<file path="src/rtl/sim_mmio_monitor.sv">
// MMIO monitor for the simulation top: console FIFO, tohost exit register, cycle/instret
// counters, run/drain/halt control and watchdog. Define SIM_MON_TRACE_EN for console echo and end-of-run report.
module sim_mmio_monitor #(
  parameter logic [31:0] BASE_ADDR      = 32'h8000_1000,
  parameter int          CON_DEPTH      = 4,
  parameter int unsigned TIMEOUT_CYCLES = 10000
) (
  input  logic        clk,
  input  logic        rstn,
  input  logic        mem_we,
  input  logic        mem_re,
  input  logic [31:0] mem_addr,
  input  logic [31:0] mem_wdata,
  input  logic [3:0]  mem_wstrb,
  input  logic        retire,
  output logic        mem_hit,
  output logic [31:0] mem_rdata,
  output logic        cpu_stall,
  output logic        halt,
  output logic        pass,
  output logic        timeout,
  output logic [31:0] exit_code,
  output logic        con_valid,
  output logic [7:0]  con_data,
  input  logic        con_ready
);

  localparam int AW = $clog2(CON_DEPTH);
  localparam int PW = AW + 1;
  localparam logic [PW-1:0] PTR_ONE = {{AW{1'b0}}, 1'b1};
  localparam logic          WD_EN   = (TIMEOUT_CYCLES != 32'd0);
  localparam logic [31:0]   WD_LAST = 32'(TIMEOUT_CYCLES - 32'd1);

  typedef enum logic [1:0] {
    ST_RUN   = 2'd0,
    ST_DRAIN = 2'd1,
    ST_HALT  = 2'd2
  } state_t;

  state_t        state_r, state_nx_s;
  logic          halt_r, pass_r, timeout_r;
  logic [31:0]   exit_code_r, cycle_r, instret_r;
  logic [PW-1:0] wr_ptr_r, rd_ptr_r;
  logic [7:0]    fifo_mem_r [CON_DEPTH];

  logic        hit_s, run_s, full_s, empty_s;
  logic        push_req_s, push_s, pop_s, tohost_s, wd_fire_s, stall_s;
  logic [31:0] rdata_s;
  logic        unused_s;

  assign unused_s = ^mem_addr[1:0];

  assign hit_s   = (mem_addr[31:4] == BASE_ADDR[31:4]);
  assign run_s   = (state_r == ST_RUN);
  assign empty_s = (wr_ptr_r == rd_ptr_r);
  assign full_s  = (wr_ptr_r[AW] != rd_ptr_r[AW]) &&
                   (wr_ptr_r[AW-1:0] == rd_ptr_r[AW-1:0]);

  // Stall decisions use the registered full flag, so a same-cycle pop never frees a slot early.
  assign push_req_s = run_s && hit_s && mem_we && (mem_addr[3:2] == 2'd1) && mem_wstrb[0];
  assign push_s     = push_req_s && !full_s;
  assign pop_s      = !empty_s && con_ready;
  assign tohost_s   = run_s && hit_s && mem_we && (mem_addr[3:2] == 2'd0) &&
                      (mem_wstrb == 4'hF) && mem_wdata[0];
  assign wd_fire_s  = WD_EN && run_s && (cycle_r == WD_LAST);

  // Load data mux for the four window registers.
  always_comb begin
    rdata_s = 32'd0;
    if (hit_s && mem_re) begin
      case (mem_addr[3:2])
        2'd0:    rdata_s = {exit_code_r[30:0], halt_r};
        2'd1:    rdata_s = {31'd0, full_s};
        2'd2:    rdata_s = cycle_r;
        2'd3:    rdata_s = instret_r;
        default: rdata_s = 32'd0;
      endcase
    end else begin
      rdata_s = 32'd0;
    end
  end

  // Next-state and stall logic; a tohost write wins over a coincident watchdog expiry.
  always_comb begin
    state_nx_s = state_r;
    stall_s    = 1'b0;
    case (state_r)
      ST_RUN: begin
        stall_s = push_req_s && full_s;
        if (tohost_s) begin
          state_nx_s = ST_DRAIN;
        end else if (wd_fire_s) begin
          state_nx_s = ST_HALT;
        end else begin
          state_nx_s = ST_RUN;
        end
      end
      ST_DRAIN: begin
        stall_s = 1'b1;
        if (empty_s) begin
          state_nx_s = ST_HALT;
        end else begin
          state_nx_s = ST_DRAIN;
        end
      end
      ST_HALT: begin
        stall_s    = 1'b1;
        state_nx_s = ST_HALT;
      end
      default: begin
        stall_s    = 1'b1;
        state_nx_s = ST_RUN;
      end
    endcase
  end

  // State register.
  always_ff @(posedge clk) begin
    if (!rstn) begin
      state_r <= ST_RUN;
    end else begin
      state_r <= state_nx_s;
    end
  end

  // Status, counters and FIFO pointers.
  always_ff @(posedge clk) begin
    if (!rstn) begin
      halt_r      <= 1'b0;
      pass_r      <= 1'b0;
      timeout_r   <= 1'b0;
      exit_code_r <= 32'd0;
      cycle_r     <= 32'd0;
      instret_r   <= 32'd0;
      wr_ptr_r    <= {PW{1'b0}};
      rd_ptr_r    <= {PW{1'b0}};
    end else begin
      halt_r <= (state_r == ST_HALT);
      if (run_s) begin
        cycle_r <= cycle_r + 32'd1;
      end
      if (run_s && retire) begin
        instret_r <= instret_r + 32'd1;
      end
      if (tohost_s) begin
        exit_code_r <= {1'b0, mem_wdata[31:1]};
        pass_r      <= (mem_wdata[31:1] == 31'd0);
      end else if (wd_fire_s) begin
        exit_code_r <= 32'hFFFF_FFFF;
        pass_r      <= 1'b0;
        timeout_r   <= 1'b1;
      end
      if (push_s) begin
        wr_ptr_r <= wr_ptr_r + PTR_ONE;
      end
      if (pop_s) begin
        rd_ptr_r <= rd_ptr_r + PTR_ONE;
      end
    end
  end

  // Console byte storage; contents need no reset since the pointers define validity.
  always_ff @(posedge clk) begin
    if (push_s) begin
      fifo_mem_r[wr_ptr_r[AW-1:0]] <= mem_wdata[7:0];
    end
  end

`ifdef SIM_MON_TRACE_EN
  logic fin_pend_r;

  // Console echo and end-of-run report, finishing the simulation one cycle after HALT entry.
  always_ff @(posedge clk) begin
    if (!rstn) begin
      fin_pend_r <= 1'b0;
    end else begin
      if (pop_s) begin
        $write("%c", con_data);
      end
      if ((state_r != ST_HALT) && (state_nx_s == ST_HALT)) begin
        if (state_r == ST_RUN) begin
          $display("TIMEOUT cycles=%0d instret=%0d", cycle_r, instret_r);
        end else if (pass_r) begin
          $display("PASS cycles=%0d instret=%0d", cycle_r, instret_r);
        end else begin
          $display("FAIL code=%0d cycles=%0d instret=%0d", exit_code_r, cycle_r, instret_r);
        end
        fin_pend_r <= 1'b1;
      end
      if (fin_pend_r) begin
        $finish;
      end
    end
  end
`else
  // Trace output is not built; the surrounding bench polls halt.
`endif

  assign mem_hit   = hit_s;
  assign mem_rdata = rdata_s;
  assign cpu_stall = stall_s;
  assign halt      = halt_r;
  assign pass      = pass_r;
  assign timeout   = timeout_r;
  assign exit_code = exit_code_r;
  assign con_valid = !empty_s;
  assign con_data  = fifo_mem_r[rd_ptr_r[AW-1:0]];

endmodule

</file>
<file path="config.mk">
export PLATFORM = sky130hd
export DESIGN_NAME = sim_mmio_monitor
export DESIGN_NICKNAME = d
export VERILOG_FILES = /design/src/rtl/sim_mmio_monitor.sv
export SDC_FILE = /design/constraint.sdc
export NUM_CORES = 1
export LEC_CHECK = 0
export ABC_AREA = 1
export CAP_MARGIN = 10
export CORE_ASPECT_RATIO = 1.75
export CORE_UTILIZATION = 40
export CTS_CLUSTER_SIZE = 16
export DETAILED_ROUTE_END_ITERATION = 12
export PLACE_DENSITY = 0.68
export REMOVE_ABC_BUFFERS = 1
export SETUP_SLACK_MARGIN = 0.4
export SLEW_MARGIN = 0
export SYNTH_ARGS = -nofsm -noshare
export SYNTH_HDL_FRONTEND = slang
export SYNTH_SLANG_ARGS = --single-unit
</file>
<file path="constraint.sdc">
create_clock -name clk -period 1.75 [get_ports clk]
set_input_delay 0.175 -clock clk [delete_from_list [all_inputs] [get_ports clk]]
set_output_delay 0.175 -clock clk [all_outputs]
set_load 0.05 [all_outputs]
</file>
### Word level (Yosys, flattened, before mapping)

Memory sizes are Yosys's and may differ from the RTL's. A register that Yosys moved wholly into a read port is not among the register bits.
Cells that the tools add are included.
Widths: inputs -> output; s select.

* flip-flop bits (word level): 107
* RAM bits: 32
* input port bits: 74
* memories: 1

Memory list
* fifo_mem_r: depth 4, width 8, read ports 1, clocked after memory_dff 1, write ports 1, RTL line 44 `logic [7:0] fifo_mem_r [CON_DEPTH];`

* add/sub/neg operators: 4
* equality and inequality tests: 11
* multiplexer cells: 15
* bitwise operators: 2
* reduce and logical (&&, ||, !) cells: 22

Operator list (number)
* $pmux 32 s4: 1
* $add 32x1->32 const B: 2
* $mux 31: 2
* $eq 32x14->1 const B: 1
* $mux 32: 1
* $logic_not 31->1: 1
* $eq 28x28->1 const B: 1
* $logic_and 1x1->1: 14
* $mux 2: 5
* $add 3x1->3 const B: 2
* $eq 2x2->1 const B: 3
* $pmux 2 s3: 1
* $mux 1: 5
* $eq 2x1->1 const B: 2
* $eq 4x4->1 const B: 1
* $logic_not 2->1: 2
* $eq 3x3->1: 1
* $eq 2x2->1: 1
* $logic_not 1->1: 2
* $not 1->1: 2
* $reduce_and 2->1: 1
* $reduce_bool 2->1: 1
* $reduce_or 2->1: 1
* $ne 1x1->1: 1

### Logic depth before layout (Yosys ltp)

Gate-level depths: netlist (run 1).

* word-level depth: 8
* mapped depth: 12
* mapped depth without buffers: 12

### Worst setup path before layout (run 1)

OpenSTA, ideal clock, no wires.

* path kind: input -> output
* start point: in mem_addr[29]
* end point: out cpu_stall
* arrival: 2.154 ns
* required time: 1.575 ns
* path slack: -0.579 ns
* cell stages on the path: 6
* path buffers: 0
* cells stage by stage: or2_0 nor2_1 nand2_1 nor2_4 nand3_1 o21ai_0

* cells in the longest elaborated chain, start to end: 7

RTL lines
* start, declared: RTL line 12 `input logic [31:0] mem_addr,`
* $eq 28x28->1: RTL line 53 `assign hit_s = (mem_addr[31:4] == BASE_ADDR[31:4]);`
* via mem_hit: RTL line 16 `output logic mem_hit,`
* $logic_and 1x1->1 (4 in a row): RTL line 60 `assign push_req_s = run_s && hit_s && mem_we && (mem_addr[3:2] == 2'd1) && mem_wstrb[0];`
* $logic_and 1x1->1: RTL line 89 `stall_s = push_req_s && full_s;`
* $mux 1: RTL line 87 `case (state_r)`
* end, declared: RTL line 18 `output logic cpu_stall,`

The timed path passes the listed nets, and every way through them passes these cells.

### Worst setup path in the final report (run 1)

* start point: reg state_r[0]
* end point: reg instret_r[31]

* cells in the longest elaborated chain, start to end: 2

RTL lines
* start, declared: RTL line 40 `state_t state_r, state_nx_s;`
* start signal, assigned: RTL line 122 `state_r <= state_nx_s;`
* $logic_not 2->1: RTL line 54 `assign run_s = (state_r == ST_RUN);`
* $logic_and 1x1->1: RTL line 142 `if (run_s && retire) begin`
* end signal, assigned: RTL line 143 `instret_r <= instret_r + 32'd1;`
* end, declared: RTL line 42 `logic [31:0] exit_code_r, cycle_r, instret_r;`

Every way passes these cells.
A chain may end at the register's enable or synchronous reset.

==> impl_metrics.env, run 1 <==
export IMPL_critPathTopFamily="simple AND/OR/NAND/NOR gates"
export IMPL_arrival_ns=2.28
export IMPL_clkTransAtPathRegs_ns=0.06
export IMPL_cts_root_buf="clkbuf_16"
export IMPL_drt_iter0_drc=877
export IMPL_gp_congestion=0.911
export IMPL_r2r_start="state_r[0]"
export IMPL_via_per_inst=6.03
export IMPL_yosys_area_top_type_share_pct=30.1
export IMPL_hp_class="primary input to flip-flop"
export IMPL_end_kind="flip-flop"
export IMPL_num_antenna_cells=0
export IMPL_p_comb_share_pct=13.3
export IMPL_row_count=64
export IMPL_grt_pass1_wl_mm=44.4
export IMPL_postSynthCellCount=1044
export IMPL_drv_cap=0
export IMPL_slowest_stage="dfxtp_4"
export IMPL_hold_ws_ns=0.189
export IMPL_ys_seq_area_share_pct=43.3
export IMPL_ys_ff_latch=141
export IMPL_power_switching_mw=2.17
export IMPL_fill_cells=979
export IMPL_dieArea_um2=18700
export IMPL_grt_start_max_net_pins=67
export IMPL_setup_viol_count_final=76
export IMPL_clock_skew_final_ns=0.0116
export IMPL_irDropWorstVdd_v=0.000469
export IMPL_worst_path_buf_inv=0
export IMPL_wl_mm=37.2
export IMPL_clock_latency_ns=0.44
export IMPL_finalHoldViolations=0
export IMPL_max_slew_margin_rel_pct=67.2
export IMPL_gr_total_overflow=0
export IMPL_fmax_mhz=516
export IMPL_period_share_pct=111
export IMPL_multiInputGateArea_um2=5370
export IMPL_p_per_area_nw_per_um2=638
export IMPL_worstPathRequired_ns=2.09
export IMPL_fin_nets=1437
export IMPL_numCtsBuffers=17
export IMPL_cts_sinks=141
export IMPL_port_buffer_count=149
export IMPL_rsz0062_at_grt="true"
export IMPL_dr_pass1_iters=6
export IMPL_dp_slack_ns=-0.443
export IMPL_start_util_pct=41.2
export IMPL_yosys_warnings=0
export IMPL_run_status="finished with violations"
export IMPL_area_delta_synth_final_pct=88.2
export IMPL_crit_type="flip-flop to flip-flop"
export IMPL_routedWlPerCell_um=23.3
export IMPL_htree_levels=4
export IMPL_p_sw_share_pct=24.9
export IMPL_leakagePower_nw=5.21
export IMPL_dr_total_vias=9638
export IMPL_final_max_slew_viol_count=0
export IMPL_power_share_sequential_pct=38.4
export IMPL_grt_antenna_before_repair=0
export IMPL_violations="setup timing"
export IMPL_die_y_um=180
export IMPL_ant_nets=0
export IMPL_cts_tree="done"
export IMPL_yosysTopAreaCell="dfxtp_1"
export IMPL_synthesis_area_um2=7260
export IMPL_hp_start="rstn"
export IMPL_worst_r2r_setup_slack_ns=-0.19
export IMPL_register_area_um2=3280
export IMPL_io_pins=152
export IMPL_worst_pin_slew_ns=0.487
export IMPL_final_setup_worst_slack_ns=-0.189
export IMPL_cp_start_kind="flip-flop"
export IMPL_cp_slowest_stage_delay_ns=0.37
export IMPL_track_usage_pct=30.3
export IMPL_min_path_cells=4
export IMPL_p_clk_share_pct=48.3
export IMPL_p_int_mw=6.55
export IMPL_reg2regPathDepth=10
export IMPL_syn_avg_cell_area_um2=6.95
export IMPL_drc=0
export IMPL_core_area_um2=17600
export IMPL_path_cells="nor2_4 > nand2_4 > nor3_4 > nand3_4 > nor2_4 > nand2_2 > nor2_1 > nand2_1 > nand2_1 > nor2_1"
export IMPL_drive_gt1_share_pct=50.4
export IMPL_cts_max_path_buffers=2
export IMPL_min_to="exit_code[9]"
export IMPL_finalCriticalPeriod_ns=1.94
export IMPL_r2r_end="instret_r[31]"
export IMPL_dp_final_hpwl_mm=17.8
export IMPL_synth_distinct_cells=39
export IMPL_ys_top_cells_by_area="dfxtp_1 (30%), nand2_1 (14%), edfxtp_1 (13%)"
export IMPL_path_max_fanout=6
export IMPL_chipWidth_um=104
export IMPL_grt_pass1_vias=8733
-- final cells by class --
| class | instances | area share [%] |
|---|---|---|
| clock buffer | 20 | 3.27 |
| inverter | 94 | 2.86 |
| timing repair inverter | 1 | 0.0550 |
| timing repair buffer | 325 | 26.7 |
| sequential | 141 | 24.0 |
| clock inverter | 11 | 1.58 |
| tap | 231 | 2.12 |
| multi-input combinational | 776 | 39.3 |
-- registers in the layout, indices dropped and copies added (netlist names), named ones only --
register and flops:
instret_r 32, wr_ptr_r 3, halt 1, timeout 1, fifo_mem_r 32, rd_ptr_r 3
exit_code 32, cycle_r 32, state_r 2, pass 1
-- per-stage QoR --
| step | std cells | area (µm²) | setup TNS [ns] | power, mW | util, % |
|---|---|---|---|---|---|
| final | 1599 | 13700 | -2.91 | 8.72 | 77.5 |
| after floorplan | 1011 | 7120 | -48.29 | 3.78 | - |
| after global placement | 1480 | 10000 | -29.76 | 4.25 | 56.8 |
| after global routing | 1599 | 13700 | -8.18 | 8.88 | 77.5 |
| after detailed placement | 1480 | 10000 | -34.23 | 4.26 | 56.8 |
| after CTS | 1561 | 12300 | -0.204 | 8.50 | 69.9 |
-- worst max path at each step --
stage                       from  cells after the start  slack [ns]                to
global route          state_r[0]                     10       -0.26     instret_r[31]
floorplan           mem_addr[29]                      6       -0.81     mem_rdata[10]
global placement    mem_addr[29]                     10       -0.39     mem_rdata[29]
detailed placement  mem_addr[29]                      9       -0.44  fifo_mem_r[0][4]
CTS                  wr_ptr_r[2]                      6       -0.04         cpu_stall
finish                state_r[0]                     10       -0.19     instret_r[31]
-- worst reg2reg max path, cell delays in order (launching register included) --
cell,delay [ns]
dfxtp_4,0.37
nor2_4,0.26
nand2_4,0.11
nor3_4,0.26
nand3_4,0.23
nor2_4,0.18
nand2_2,0.10
nor2_1,0.13
nand2_1,0.09
nand2_1,0.08
nor2_1,0.05
-- Yosys cell counts --
library cell and count:
nand2_1 261, nor2_1 203, dfxtp_1 109, inv_1 94, o21ai_0 75, a21oi_1 47
nand3_1 42, a31oi_1 33, edfxtp_1 32, nor3_1 27, clkbuf_1 25, nand4_1 17
xor2_1 9, o22ai_1 8, ha_1 7, nor2_2 7, buf_2 5, nor2_4 4
xnor2_1 4, nor3_2 3, nor3b_1 3, o21a_1 3, or2_2 3, and3_1 2
nand2_2 2, nand3_2 2, nand3b_1 2, nor3_4 2, nor4_1 2, o21ai_1 2
a211oi_1 1, buf_1 1, buf_4 1, buf_6 1, nand2_4 1, nand3_4 1
o211a_1 1, o21bai_1 1, or2_0 1
-- per-layer routing --
| layer | share of wire (%) | GRT usage, % |
|---|---|---|
| met2 | 50 | 57.3 |
| met5 | 0 | 0 |
| met4 | 12 | 23.7 |
| met3 | 8.1 | 5.14 |
| met1 | 30 | 28.3 |
-- timing repair --
item,CTS,global route
setup buffers,40,36
pin swaps,92,126
resized for setup,473,357
hold buffers,0,0
setup endpoints to repair,193,193
cloned,10,2
-- power groups by stage --
stage	logic, mW	registers (mW)	clock network (mW)
5_1_grt	1.20	3.35	4.32
4_1_cts	0.998	3.38	4.13
3_3_place_gp	0.812	3.44	0
2_1_floorplan	0.335	3.44	0
6_report	1.16	3.35	4.21
3_5_place_dp	0.823	3.44	0
-- cells by family after synthesis --
| family | after synthesis | share of synthesized area (%) |
|---|---|---|
| fa+ha+maj | 7 | 1.21 |
| simple gates | 585 | 34.4 |
| compound gates | 171 | 12.7 |
| flops | 141 | 43.3 |
| buf+inv | 127 | 6.81 |
| xor+xnor | 13 | 1.57 |
-- layout by cell type, fill, tap and decap left out, types with 19 or more instances in the layout --
cell type | Yosys | routed
buf_6 | 1 | 76
o21ai_2 | 0 | 25
clkdlybuf4s50_1 | 0 | 40
o21ai_0 | 75 | 26
o21ai_1 | 2 | 22
dfxtp_1 | 109 | 50
edfxtp_1 | 32 | 32
nor2_4 | 4 | 38
nand2_4 | 1 | 22
dfxtp_2 | 0 | 32
buf_2 | 5 | 36
nor2_2 | 7 | 42
nand2_1 | 261 | 200
a31oi_4 | 0 | 29
nor2_1 | 203 | 134
buf_4 | 1 | 91
buf_12 | 0 | 56
a21oi_2 | 0 | 20
clkbuf_16 | 0 | 19
nand2_2 | 2 | 41
a21oi_1 | 47 | 27
inv_1 | 94 | 63
dfxtp_4 | 0 | 27
(Power assumes the default switching activity.)
==> inputs of run 2 (changes only) <==
- SKIP_CTS_REPAIR_TIMING: not set -> 1
==> impl_metrics.env, run 2 (same netlist as run 1, synthesis figures left out) <==
export IMPL_end_kind="flip-flop"
export IMPL_finalHoldViolations=0
export IMPL_num_antenna_cells=0
export IMPL_clock_skew_final_ns=0.0131
export IMPL_cts_max_path_buffers=2
export IMPL_dp_final_hpwl_mm=17.8
export IMPL_fmax_mhz=534
export IMPL_register_area_um2=3280
export IMPL_leakagePower_nw=4.90
export IMPL_chipWidth_um=104
export IMPL_min_path_cells=4
export IMPL_max_slew_margin_rel_pct=42.7
export IMPL_worst_r2r_setup_slack_ns=-0.12
export IMPL_arrival_ns=2.23
export IMPL_drv_cap=0
export IMPL_cp_slowest_stage_delay_ns=0.37
export IMPL_gp_congestion=0.911
export IMPL_multiInputGateArea_um2=4970
export IMPL_dr_pass1_iters=6
export IMPL_grt_pass1_vias=7664
export IMPL_core_area_um2=17600
export IMPL_htree_levels=4
export IMPL_grt_antenna_before_repair=0
export IMPL_numCtsBuffers=17
export IMPL_track_usage_pct=25.2
export IMPL_grt_start_max_net_pins=67
export IMPL_path_max_fanout=4
export IMPL_drt_iter0_drc=660
export IMPL_period_share_pct=107
export IMPL_ant_nets=0
export IMPL_cp_start_kind="flip-flop"
export IMPL_area_delta_synth_final_pct=75.6
export IMPL_fin_nets=1390
export IMPL_worst_pin_slew_ns=0.852
export IMPL_r2r_start="state_r[0]"
export IMPL_min_to="instret_r[16]"
export IMPL_start_util_pct=41.2
export IMPL_die_y_um=180
export IMPL_reg2regPathDepth=11
export IMPL_cts_root_buf="clkbuf_16"
export IMPL_wl_mm=30.3
export IMPL_rsz0062_at_grt="true"
export IMPL_cts_tree="done"
export IMPL_routedWlPerCell_um=19.5
export IMPL_path_cells="nor2_4 > buf_6 > buf_6 > nand2_4 > nor2_4 > nand3_4 > nor3_4 > nand2_1 > nand2_1 > nand2_1 > nor2_1"
export IMPL_io_pins=152
export IMPL_final_max_slew_viol_count=0
export IMPL_hp_class="primary input to flip-flop"
export IMPL_drc=0
export IMPL_path_common_cell="nand2_1"
export IMPL_clkTransAtPathRegs_ns=0.06
export IMPL_hp_start="rstn"
export IMPL_final_setup_worst_slack_ns=-0.124
export IMPL_dieArea_um2=18700
export IMPL_irDropWorstVdd_v=0.000728
export IMPL_violations="setup timing"
export IMPL_clock_latency_ns=0.43
export IMPL_fill_cells=1176
export IMPL_port_buffer_count=149
export IMPL_finalCriticalPeriod_ns=1.87
export IMPL_setup_viol_count_final=27
export IMPL_worstPathRequired_ns=2.10
export IMPL_drive_gt1_share_pct=42.5
export IMPL_mostFrequentLayoutCell="nand2_1"
export IMPL_slowest_stage="dfxtp_4"
export IMPL_hold_ws_ns=0.210
export IMPL_r2r_end="cycle_r[22]"
export IMPL_row_count=64
export IMPL_gr_total_overflow=0
export IMPL_cts_sinks=141
export IMPL_crit_type="flip-flop to flip-flop"
export IMPL_dr_total_vias=8728
export IMPL_fin_setup_tns_ns=-1.11
export IMPL_grt_pass1_wl_mm=37.3
export IMPL_via_per_inst=5.62
export IMPL_final_cell_mix="nand2_1 (215), nor2_1 (161), buf_4 (87), inv_1 (63), buf_12 (52)"
export IMPL_p_per_area_nw_per_um2=669
export IMPL_dp_slack_ns=-0.443
export IMPL_run_status="finished with violations"
-- run 2: critical path: cells and delay by family (launching register included) --
kind                   cells  cell delay [ns]
buffers and inverters      2             0.23
flip-flops                 1             0.37
AND/OR/NAND/NOR            9             1.20
-- run 2: layout make-up --
cell class                      instances  area share [%]
Tap cell                              231            2.27
Multi-Input combinational cell        776            39.0
Clock inverter                         11            1.69
Timing Repair Buffer                  278            24.7
Inverter                               94            3.03
Timing Repair inverter                  1          0.0589
Sequential cell                       141            25.8
Clock buffer                           20            3.51
-- run 2: power by group --
| group | total (mW) | switching [mW] | internal [mW] | leakage [nW] |
|---|---|---|---|---|
| clock | 4.14 | 1.44 | 2.70 | 0.310 |
| combinational | 1.02 | 0.546 | 0.477 | 3.38 |
| sequential | 3.36 | 0.0422 | 3.32 | 1.20 |
-- run 2: per-layer routing --
layer | GRT usage, % | vias up | wire length [µm] | part of all wire [%]
li1 | - | 3976 | - | -
met1 | 24.3 | 4108 | 9750 | 32
met2 | 50.4 | 464 | 16200 | 54
met3 | 3.69 | 180 | 1720 | 5.7
met4 | 13.1 | 0 | 2550 | 8.4
met5 | 0 | - | 0 | 0
-- run 2: worst max path at each step --
stage               slack (ns)  depth (start not counted)          endpoint          from
finish                   -0.12                         11       cycle_r[22]    state_r[0]
CTS                      -0.50                          8         cpu_stall    state_r[0]
global placement         -0.39                         10     mem_rdata[29]  mem_addr[29]
global route             -0.17                         11       cycle_r[22]    state_r[0]
detailed placement       -0.44                          9  fifo_mem_r[0][4]  mem_addr[29]
floorplan                -0.81                          6     mem_rdata[10]  mem_addr[29]
-- run 2: stage by stage --
| stage | area (µm²) | instances | util (%) | power [mW] |
|---|---|---|---|---|
| 2_1_floorplan | 7120 | 1011 | - | 3.78 |
| 3_3_place_gp | 10000 | 1480 | 56.8 | 4.25 |
| 3_5_place_dp | 10000 | 1480 | 56.8 | 4.26 |
| 4_1_cts | 10700 | 1511 | 60.6 | 8.32 |
| 5_1_grt | 12700 | 1552 | 72.3 | 8.75 |
| 6_report | 12700 | 1552 | 72.3 | 8.53 |
